$ cat src/rtl/mux_scan_ctrl.sv
// mux_scan_ctrl
// Drives the select of the upstream result mux and scans every input in turn.
// Each input's result goes out as an (index, data) word on a valid/ready
// stream. A one-cycle done pulse follows acceptance of the last word.
//
// Ports
//   i_clk, i_rst       clock, asynchronous active-high reset
//   i_start            one-cycle scan request, honoured only when idle
//   i_abort            synchronous cancel, highest priority after reset
//   o_sel              registered mux select
//   i_mux_result       combinational mux result for the current o_sel
//   o_out_data/o_out_idx/o_out_last/o_out_valid, i_out_ready  output stream
//   o_busy             scan in progress (SCAN or DRAIN)
//   o_done             one-cycle pulse when a scan completes
//
// state | meaning
// ------+---------------------------------------------------------------
// IDLE  | waiting for i_start, select parked at 0
// SCAN  | sampling input o_sel, one word per accepted handshake
// DRAIN | last word captured, waiting for it to leave before done
module mux_scan_ctrl #(
   parameter int DATA_WIDTH = 32,
   parameter int NUM_IN     = 5,
   parameter int SEL_WIDTH  = 3
) (
   input  logic                  i_clk,
   input  logic                  i_rst,
   input  logic                  i_start,
   input  logic                  i_abort,
   output logic [SEL_WIDTH-1:0]  o_sel,
   input  logic [DATA_WIDTH-1:0] i_mux_result,
   output logic [DATA_WIDTH-1:0] o_out_data,
   output logic [SEL_WIDTH-1:0]  o_out_idx,
   output logic                  o_out_last,
   output logic                  o_out_valid,
   input  logic                  i_out_ready,
   output logic                  o_busy,
   output logic                  o_done
);

   typedef enum logic [1:0] {
      IDLE  = 2'd0,
      SCAN  = 2'd1,
      DRAIN = 2'd2
   } state_t;

   localparam logic [SEL_WIDTH-1:0] LAST_SEL = SEL_WIDTH'(NUM_IN - 1);

   state_t                  r_state, w_state_nxt;
   logic [SEL_WIDTH-1:0]    r_sel, w_sel_nxt;
   logic [DATA_WIDTH-1:0]   r_data, w_data_nxt;
   logic [SEL_WIDTH-1:0]    r_idx, w_idx_nxt;
   logic                    r_last, w_last_nxt;
   logic                    r_valid, w_valid_nxt;
   logic                    r_busy, w_busy_nxt;
   logic                    r_done, w_done_nxt;
   logic                    w_load;
   logic                    w_slot_free;

   // The output register holds a single word; it can take a new one when it
   // is empty or its current word leaves on this edge.
   assign w_slot_free = !r_valid || i_out_ready;
   assign w_load      = (r_state == SCAN) && w_slot_free;

   always_ff @(posedge i_clk or posedge i_rst) begin
      if (i_rst) begin
         r_state <= IDLE;
         r_sel   <= '0;
         r_data  <= '0;
         r_idx   <= '0;
         r_last  <= 1'b0;
         r_valid <= 1'b0;
         r_busy  <= 1'b0;
         r_done  <= 1'b0;
      end else begin
         r_state <= w_state_nxt;
         r_sel   <= w_sel_nxt;
         r_data  <= w_data_nxt;
         r_idx   <= w_idx_nxt;
         r_last  <= w_last_nxt;
         r_valid <= w_valid_nxt;
         r_busy  <= w_busy_nxt;
         r_done  <= w_done_nxt;
      end
   end

   always_comb begin
      w_state_nxt = r_state;
      w_sel_nxt   = r_sel;
      w_data_nxt  = r_data;
      w_idx_nxt   = r_idx;
      w_last_nxt  = r_last;
      w_valid_nxt = r_valid;
      w_done_nxt  = 1'b0;

      if (r_valid && i_out_ready) begin
         w_valid_nxt = 1'b0;
      end

      case (r_state)
         IDLE: begin
            w_sel_nxt = '0;
            if (i_start) begin
               w_state_nxt = SCAN;
            end
         end
         SCAN: begin
            if (w_load) begin
               w_data_nxt  = i_mux_result;
               w_idx_nxt   = r_sel;
               w_valid_nxt = 1'b1;
               w_last_nxt  = (r_sel == LAST_SEL);
               if (r_sel < LAST_SEL) begin
                  w_sel_nxt = r_sel + SEL_WIDTH'(1);
               end else begin
                  w_sel_nxt   = '0;
                  w_state_nxt = DRAIN;
               end
            end
         end
         DRAIN: begin
            if (w_slot_free) begin
               w_valid_nxt = 1'b0;
               w_last_nxt  = 1'b0;
               w_done_nxt  = 1'b1;
               w_state_nxt = IDLE;
            end
         end
         default: begin
            w_state_nxt = IDLE;
            w_sel_nxt   = '0;
         end
      endcase

      if (i_abort) begin
         w_state_nxt = IDLE;
         w_sel_nxt   = '0;
         w_valid_nxt = 1'b0;
         w_last_nxt  = 1'b0;
         w_done_nxt  = 1'b0;
      end

      // Busy rises with the edge that enters SCAN and stays up through the
      // edge that leaves DRAIN, so it also covers the done cycle.
      w_busy_nxt = !i_abort && ((w_state_nxt != IDLE) || (r_state != IDLE));
   end

   assign o_sel       = r_sel;
   assign o_out_data  = r_data;
   assign o_out_idx   = r_idx;
   assign o_out_last  = r_last;
   assign o_out_valid = r_valid;
   assign o_busy      = r_busy;
   assign o_done      = r_done;

endmodule
$ cat config.mk
export PLATFORM = sky130hd
export DESIGN_NAME = mux_scan_ctrl
export DESIGN_NICKNAME = d
export VERILOG_FILES = /design/src/rtl/mux_scan_ctrl.sv
export SDC_FILE = /design/constraint.sdc
export NUM_CORES = 1
export LEC_CHECK = 0
export ABC_AREA = 0
export CAP_MARGIN = 40
export CORE_ASPECT_RATIO = 2
export CORE_MARGIN = 10
export CORE_UTILIZATION = 39
export CTS_CLUSTER_SIZE = 10
export DETAILED_ROUTE_END_ITERATION = 12
export PLACE_DENSITY = 0.86
export SYNTH_ARGS = -nofsm -noshare
export SYNTH_HDL_FRONTEND = slang
export SYNTH_SLANG_ARGS = --single-unit
$ cat constraint.sdc
create_clock -name i_clk -period 3.4 [get_ports i_clk]
set_input_delay 1.02 -clock i_clk [delete_from_list [all_inputs] [get_ports i_clk]]
set_output_delay 1.02 -clock i_clk [all_outputs]
set_load 0.02 [all_outputs]
==> results of run 1 <==
registers in the layout (all words and copies together) (netlist names):
name,flops
r_state,2
o_sel,3
o_busy,1
o_done,1
o_out_last,1
o_out_idx,3
o_out_data,32
o_out_valid,1
per-layer routing:
metal	vias up	routed length, µm	GRT usage
met3	5	342	0.0276
li1	632	-	-
met2	49	2580	0.214
met5	-	0	0
met1	663	1610	0.111
met4	0	93	0.0533
final cells by class:
cell class                      instances  area (µm²)
Fill cell                             397        1770
Sequential cell                        44        1100
Timing Repair Buffer                   81         836
Multi-Input combinational cell         76         687
Clock buffer                            6        72.6
Tap cell                               55        68.8
Clock inverter                          2        35.0
Inverter                                7        26.3
power groups by stage:
stage                     clock network [mW]  registers [mW]  logic [mW]
after floorplan                            0           0.848       0.156
after global placement                     0           0.700       0.609
after detailed placement                   0           0.707       0.626
after CTS                              0.392           0.696       0.627
after global routing                   0.407           0.710       0.653
final                                  0.380           0.695       0.615
final timing paths:
kind / from / end / slack (ns) / cells after the start
min in group asynchronous: i_rst / o_out_data[22]$_DFFE_PP0P_ / 1.00 / 2
min: o_out_data[29]$_DFFE_PP0P_ / o_out_data[29]$_DFFE_PP0P_ / 0.51 / 1
max: o_sel[2]$_DFFE_PP0P_ / o_sel[2] / 0.94 / 1
min reg2reg: o_out_data[29]$_DFFE_PP0P_ / o_out_data[29]$_DFFE_PP0P_ / 0.51 / 1
max reg2reg: r_state[1]$_DFF_PP0_ / o_sel[1]$_DFFE_PP0P_ / 1.62 / 5
max in group asynchronous: i_rst / o_out_data[30]$_DFFE_PP0P_ / 1.84 / 3
layout by cell type, fill, tap and decap left out, drive strengths merged, types with 3 or more instances in the layout:
| cell type | netlist | final |
|---|---|---|
| nand2 | 4 | 4 |
| clkdlybuf4s50 | 0 | 78 |
| buf | 5 | 3 |
| clkbuf | 1 | 6 |
| ha | 7 | 7 |
| inv | 7 | 6 |
| o21ai | 5 | 5 |
| dfrtp | 44 | 44 |
| a21oi | 5 | 5 |
| mux2 | 35 | 35 |
kinds of logic (layout without fill, tap and decap cells):
group,after synthesis,count (layout),share of synthesized area
buffers and inverters,13,96,0.0384
multiplexers,35,35,0.212
adder cells (fa/ha/maj),7,7,0.0471
AO/OA/AOI/OAI,15,15,0.0485
AND/OR/NAND/NOR,19,19,0.0619
flip-flops,44,44,0.592
==> results.ini, run 1 <==
[status]
status = finished, final reports clean

[hold_path]
hold_path_class = flop to flop

[power_and_ir_drop]
powerDensity_nw_per_um2 = 598
switching_share = 0.294
p_sw_mw = 0.497
p_seq_frac = 0.411
clkPwrFrac = 0.225
fin_total_pwr_mw = 1.69
p_leak_nw = 1.19
ir_worst_vdd_uv = 379
p_int_mw = 1.19
comb_power_share = 0.364

[logic_synthesis]
synthTopCellsByCount = 44 x dfrtp_1, 35 x mux2_2, 7 x ha_1, 7 x inv_1
synth.most_common_cell = dfrtp_1
synth-edff-count = 0
synthTopCellsByArea = dfrtp_1 59%, mux2_2 21%, ha_1 4.7%
synth-main-ff-cell = dfrtp_1
ys_seq_area_frac = 0.592
ys_ff_latch = 44
syn_nets = 177
ys_warn_count = 0
synthCells = 133
synth.largest_area_cell = dfrtp_1
async_flop_share = 1.00
avgSynthCellArea_um2 = 14.0
synthDistinctLibCells = 26
yosysTopAreaCellShare = 0.592
synth_area_um2 = 1860

[global_route]
grt_pass1_vias = 1384
grt_max_degree = 37
grt_usage = 0.116
grt_overflow = 0
antenna_found_initial = 0
grt_pass1_wl_um = 7200

[placed_design]
place.gp.congestion = 0.820
placed_cells = 263
dpl-instance-area_um2 = 2720
portBuffers = 78
pre_cts_ws_ns = 0.915
dp_hpwl_um = 3710

[cells_and_area]
stdcell_count = 271
diodes = 0
drive_gt1_frac = 0.218
final_net_count = 259
areaGrowthSynthToFinish_pct = 52.0
utilization = 0.615
final_cell_area_um2 = 2830

[detailed_routing]
dr.pass1.iters = 4
post_drt_wl_per_cell_um = 17.1
via_count = 1349
drc_errors = 0
routed_via_density = 4.98
drtIter0Drc = 23
drt_wl_total_um = 4630
postRouteAntennaNets = 0

[worst_setup_path]
crit_family = buffers and inverters
slowest_delay_ns = 0.67
endpoint_kind = output port
arrival_ns = 1.44
critPathKind = flop to output port
startpoint_type = flop
slowest_stage = clkdlybuf4s50_1
path_buf_inv = 1
cp.required_ns = 2.38
path_cells = clkdlybuf4s50_1
critPathMaxFanout = 8

[timing]
slew_headroom = 0.671
fin_crit_ns = 2.46
timing.final.crit_share = 0.723
rsz0062_at_grt = false
setup_violations = 0
holdWs_ns = 0.506
hold_viol_final = 0
fin_tns_setup_ns = 0
tightestPinTransition_ns = 0.490
layout_setup_ws_ns = 0.942
clock_skew_ns = 0.00622
drv_slew = 0
fmax_ghz = 0.407

[cts]
root_buffer = clkbuf_8
ctsHoldBuffers = 0
cts_tree = done
clockBufferDepth = 2
cts-htree-levels = 2
ctsResizeCount = 0
path_clk_slew_ns = 0.07
clkSinkCount = 44
cts_buffers = 5
post_cts_buffers = 0
clk_latency_ns = 0.29

[die]
core-area_um2 = 4600
rows = 35
dieArea_um2 = 8100
die_x_um = 68.8
io_pins = 79
start_util = 0.404
die_h_um = 118

[job]
maxCapViolCount = 0

No activity file was read; power rests on OpenSTA's default activity.
==> inputs of run 2 (changes only) <==
--- a/config.mk
+++ b/config.mk
@@ -9,10 +9,10 @@
 export CAP_MARGIN = 40
 export CORE_ASPECT_RATIO = 2
 export CORE_MARGIN = 10
-export CORE_UTILIZATION = 39
+export CORE_UTILIZATION = 38
 export CTS_CLUSTER_SIZE = 10
 export DETAILED_ROUTE_END_ITERATION = 12
-export PLACE_DENSITY = 0.86
+export PLACE_DENSITY = 0.87
 export SYNTH_ARGS = -nofsm -noshare
 export SYNTH_HDL_FRONTEND = slang
 export SYNTH_SLANG_ARGS = --single-unit
==> constraint.sdc (replaced) <==
create_clock -name i_clk -period 2.2 [get_ports i_clk]
set_input_delay 0.66 -clock i_clk [delete_from_list [all_inputs] [get_ports i_clk]]
set_output_delay 0.66 -clock i_clk [all_outputs]
set_load 0.02 [all_outputs]
==> results.ini, run 2 (synthesized netlist as in run 1, its figures left out) <==
[cts]
post_cts_buffers = 0  ; unchanged
clk_latency_ns = 0.29  ; about the same
ctsHoldBuffers = 0  ; unchanged
cts_buffers = 5  ; unchanged
cts_tree = done  ; unchanged
root_buffer = clkbuf_8  ; unchanged
path_clk_slew_ns = 0.07  ; about the same
ctsResizeCount = 0  ; unchanged
clockBufferDepth = 2  ; unchanged
cts-htree-levels = 2  ; unchanged
clkSinkCount = 44  ; unchanged

[timing]
drv_slew = 0  ; unchanged
holdWs_ns = 0.506  ; about the same
setup_violations = 0  ; unchanged
rsz0062_at_grt = false  ; unchanged
tightestPinTransition_ns = 0.380  ; was 0.490 ns
timing.final.crit_share = 0.947
hold_viol_final = 0  ; unchanged
slew_headroom = 0.746  ; was 0.671
clock_skew_ns = 0.00267  ; was 0.00622 ns
fmax_ghz = 0.480
fin_tns_setup_ns = 0  ; unchanged
fin_crit_ns = 2.08
layout_setup_ws_ns = 0.116  ; was 0.942 ns

[detailed_routing]
routed_via_density = 4.97  ; was 4.98
drc_errors = 0  ; unchanged
drt_wl_total_um = 4570  ; was 4630 µm
post_drt_wl_per_cell_um = 16.8  ; was 17.1 µm
drtIter0Drc = 77  ; was 23
dr.pass1.iters = 4  ; unchanged
postRouteAntennaNets = 0  ; unchanged
via_count = 1351  ; was 1,349

[status]
status = finished, final reports clean  ; unchanged

[hold_path]
hold_path_class = flop to flop  ; unchanged
hp-start = o_out_idx[1]$_DFFE_PP0P_  ; was o_out_data[29]$_DFFE_PP0P_
min_delay_worst_endpoint = o_out_idx[1]$_DFFE_PP0P_  ; was o_out_data[29]$_DFFE_PP0P_
whs_path_depth = 1  ; unchanged

[placed_design]
portBuffers = 78  ; unchanged
pre_cts_ws_ns = 0.0834  ; was 0.915 ns
place.gp.congestion = 0.819  ; was 0.820
dp_hpwl_um = 3620  ; was 3710 µm

[job]
maxCapViolCount = 0  ; unchanged

[power_and_ir_drop]
fin_total_pwr_mw = 2.46  ; was 1.69 mW
ir_worst_vdd_uv = 436  ; was 379 µV
p_leak_nw = 1.17  ; was 1.19 nW
powerDensity_nw_per_um2 = 881  ; was 598 nW/µm²

[die]
start_util = 0.386  ; was 0.404
die_x_um = 69.5  ; was 68.8 µm
rows = 36  ; was 35
core-area_um2 = 4820  ; was 4600 µm²
dieArea_um2 = 8260  ; was 8100 µm²
io_pins = 79  ; unchanged
die_h_um = 119  ; was 118 µm

[global_route]
grt_overflow = 0  ; unchanged
grt_usage = 0.113  ; was 0.116
grt_pass1_vias = 1463  ; was 1,384
grt_pass1_wl_um = 7550  ; was 7200 µm
grt_max_degree = 45  ; was 37
antenna_found_initial = 0  ; unchanged

[cells_and_area]
largest_reg_flops = 32  ; unchanged
diodes = 0  ; unchanged
mostFrequentLayoutCells = 78 x clkdlybuf4s50_1, 44 x dfrtp_1, 35 x mux2_2, 7 x ha_1, 6 x inv_1  ; unchanged
final_common_cell = clkdlybuf4s50_1  ; unchanged
areaGrowthSynthToFinish_pct = 50.5  ; was 52.0%
drive_gt1_frac = 0.219  ; was 0.218
final_net_count = 261  ; was 259

[worst_setup_path]
critPathKind = flop to output port  ; unchanged
critPathMaxFanout = 8  ; unchanged
startpoint_type = flop  ; unchanged
path_cells = clkdlybuf4s50_1  ; unchanged
endpoint_kind = output port  ; unchanged
crit_family = buffers and inverters  ; unchanged
slowest_delay_ns = 0.67  ; about the same
cp.required_ns = 1.54  ; was 2.38 ns
r2r_cells = 5  ; unchanged
reg2reg_slack_ns = 0.44  ; was 1.62 ns
path_buf_inv = 1  ; unchanged
r2r-end = o_sel[1]$_DFFE_PP0P_  ; unchanged
r2r-start = r_state[1]$_DFF_PP0_  ; unchanged
slowest_stage = clkdlybuf4s50_1  ; unchanged
arrival_ns = 1.42  ; was 1.44 ns

[run 2: cell types whose count changed in the layout (fill, tap and decap cells not counted)]
cell / change
buf_4: +2
clkinv_2: -1
clkbuf_1: -1
buf_12: +1
buf_16: -1
bufinv_16: -1
[run 2: metrics by stage]
stage               std cells  instance area [µm²]   util
finish                    272                 2800  0.580
floorplan                 133                 1860      -
global route              272                 2800  0.580
CTS                       272                 2800  0.580
detailed placement        267                 2730  0.566
global placement          267                 2730  0.566
[run 2: how the worst max path moves through the flow]
stage | start | end | slack, ns | cells after the start
after floorplan | i_rst | o_busy$_DFF_PP0_ | 0.51 | 1
after global placement | i_out_ready | o_out_data[29]$_DFFE_PP0P_ | 0.13 | 5
after detailed placement | i_out_ready | o_out_data[8]$_DFFE_PP0P_ | 0.08 | 5
after CTS | o_sel[2]$_DFFE_PP0P_ | o_sel[2] | 0.1 | 1
after global routing | o_sel[2]$_DFFE_PP0P_ | o_sel[2] | 0.03 | 1
final | o_sel[2]$_DFFE_PP0P_ | o_sel[2] | 0.12 | 1
[run 2: per-layer routing]
layer,track usage,wire length (µm),part of all wire,up-vias
li1,-,-,-,627
met1,0.117,1660,0.36,672
met2,0.192,2480,0.54,47
met3,0.0407,329,0.072,5
met4,0.0595,104,0.023,0
met5,0,0,0,-
[run 2: area by class of cell]
class                   instances  area (µm²)
flip-flops and latches         44        1100
repair buffers                 83         843
inverters                       7        26.3
fillers                       397        2020
clock buffers                   5        68.8
well taps                      57        71.3
multi-input cells              76         687
[run 2: power by group]
group          switching, mW  total, mW  internal, mW  leakage [nW]
sequential            0.0839       1.07         0.987         0.539
combinational          0.430      0.950         0.521         0.599
clock                  0.238      0.442         0.205        0.0359
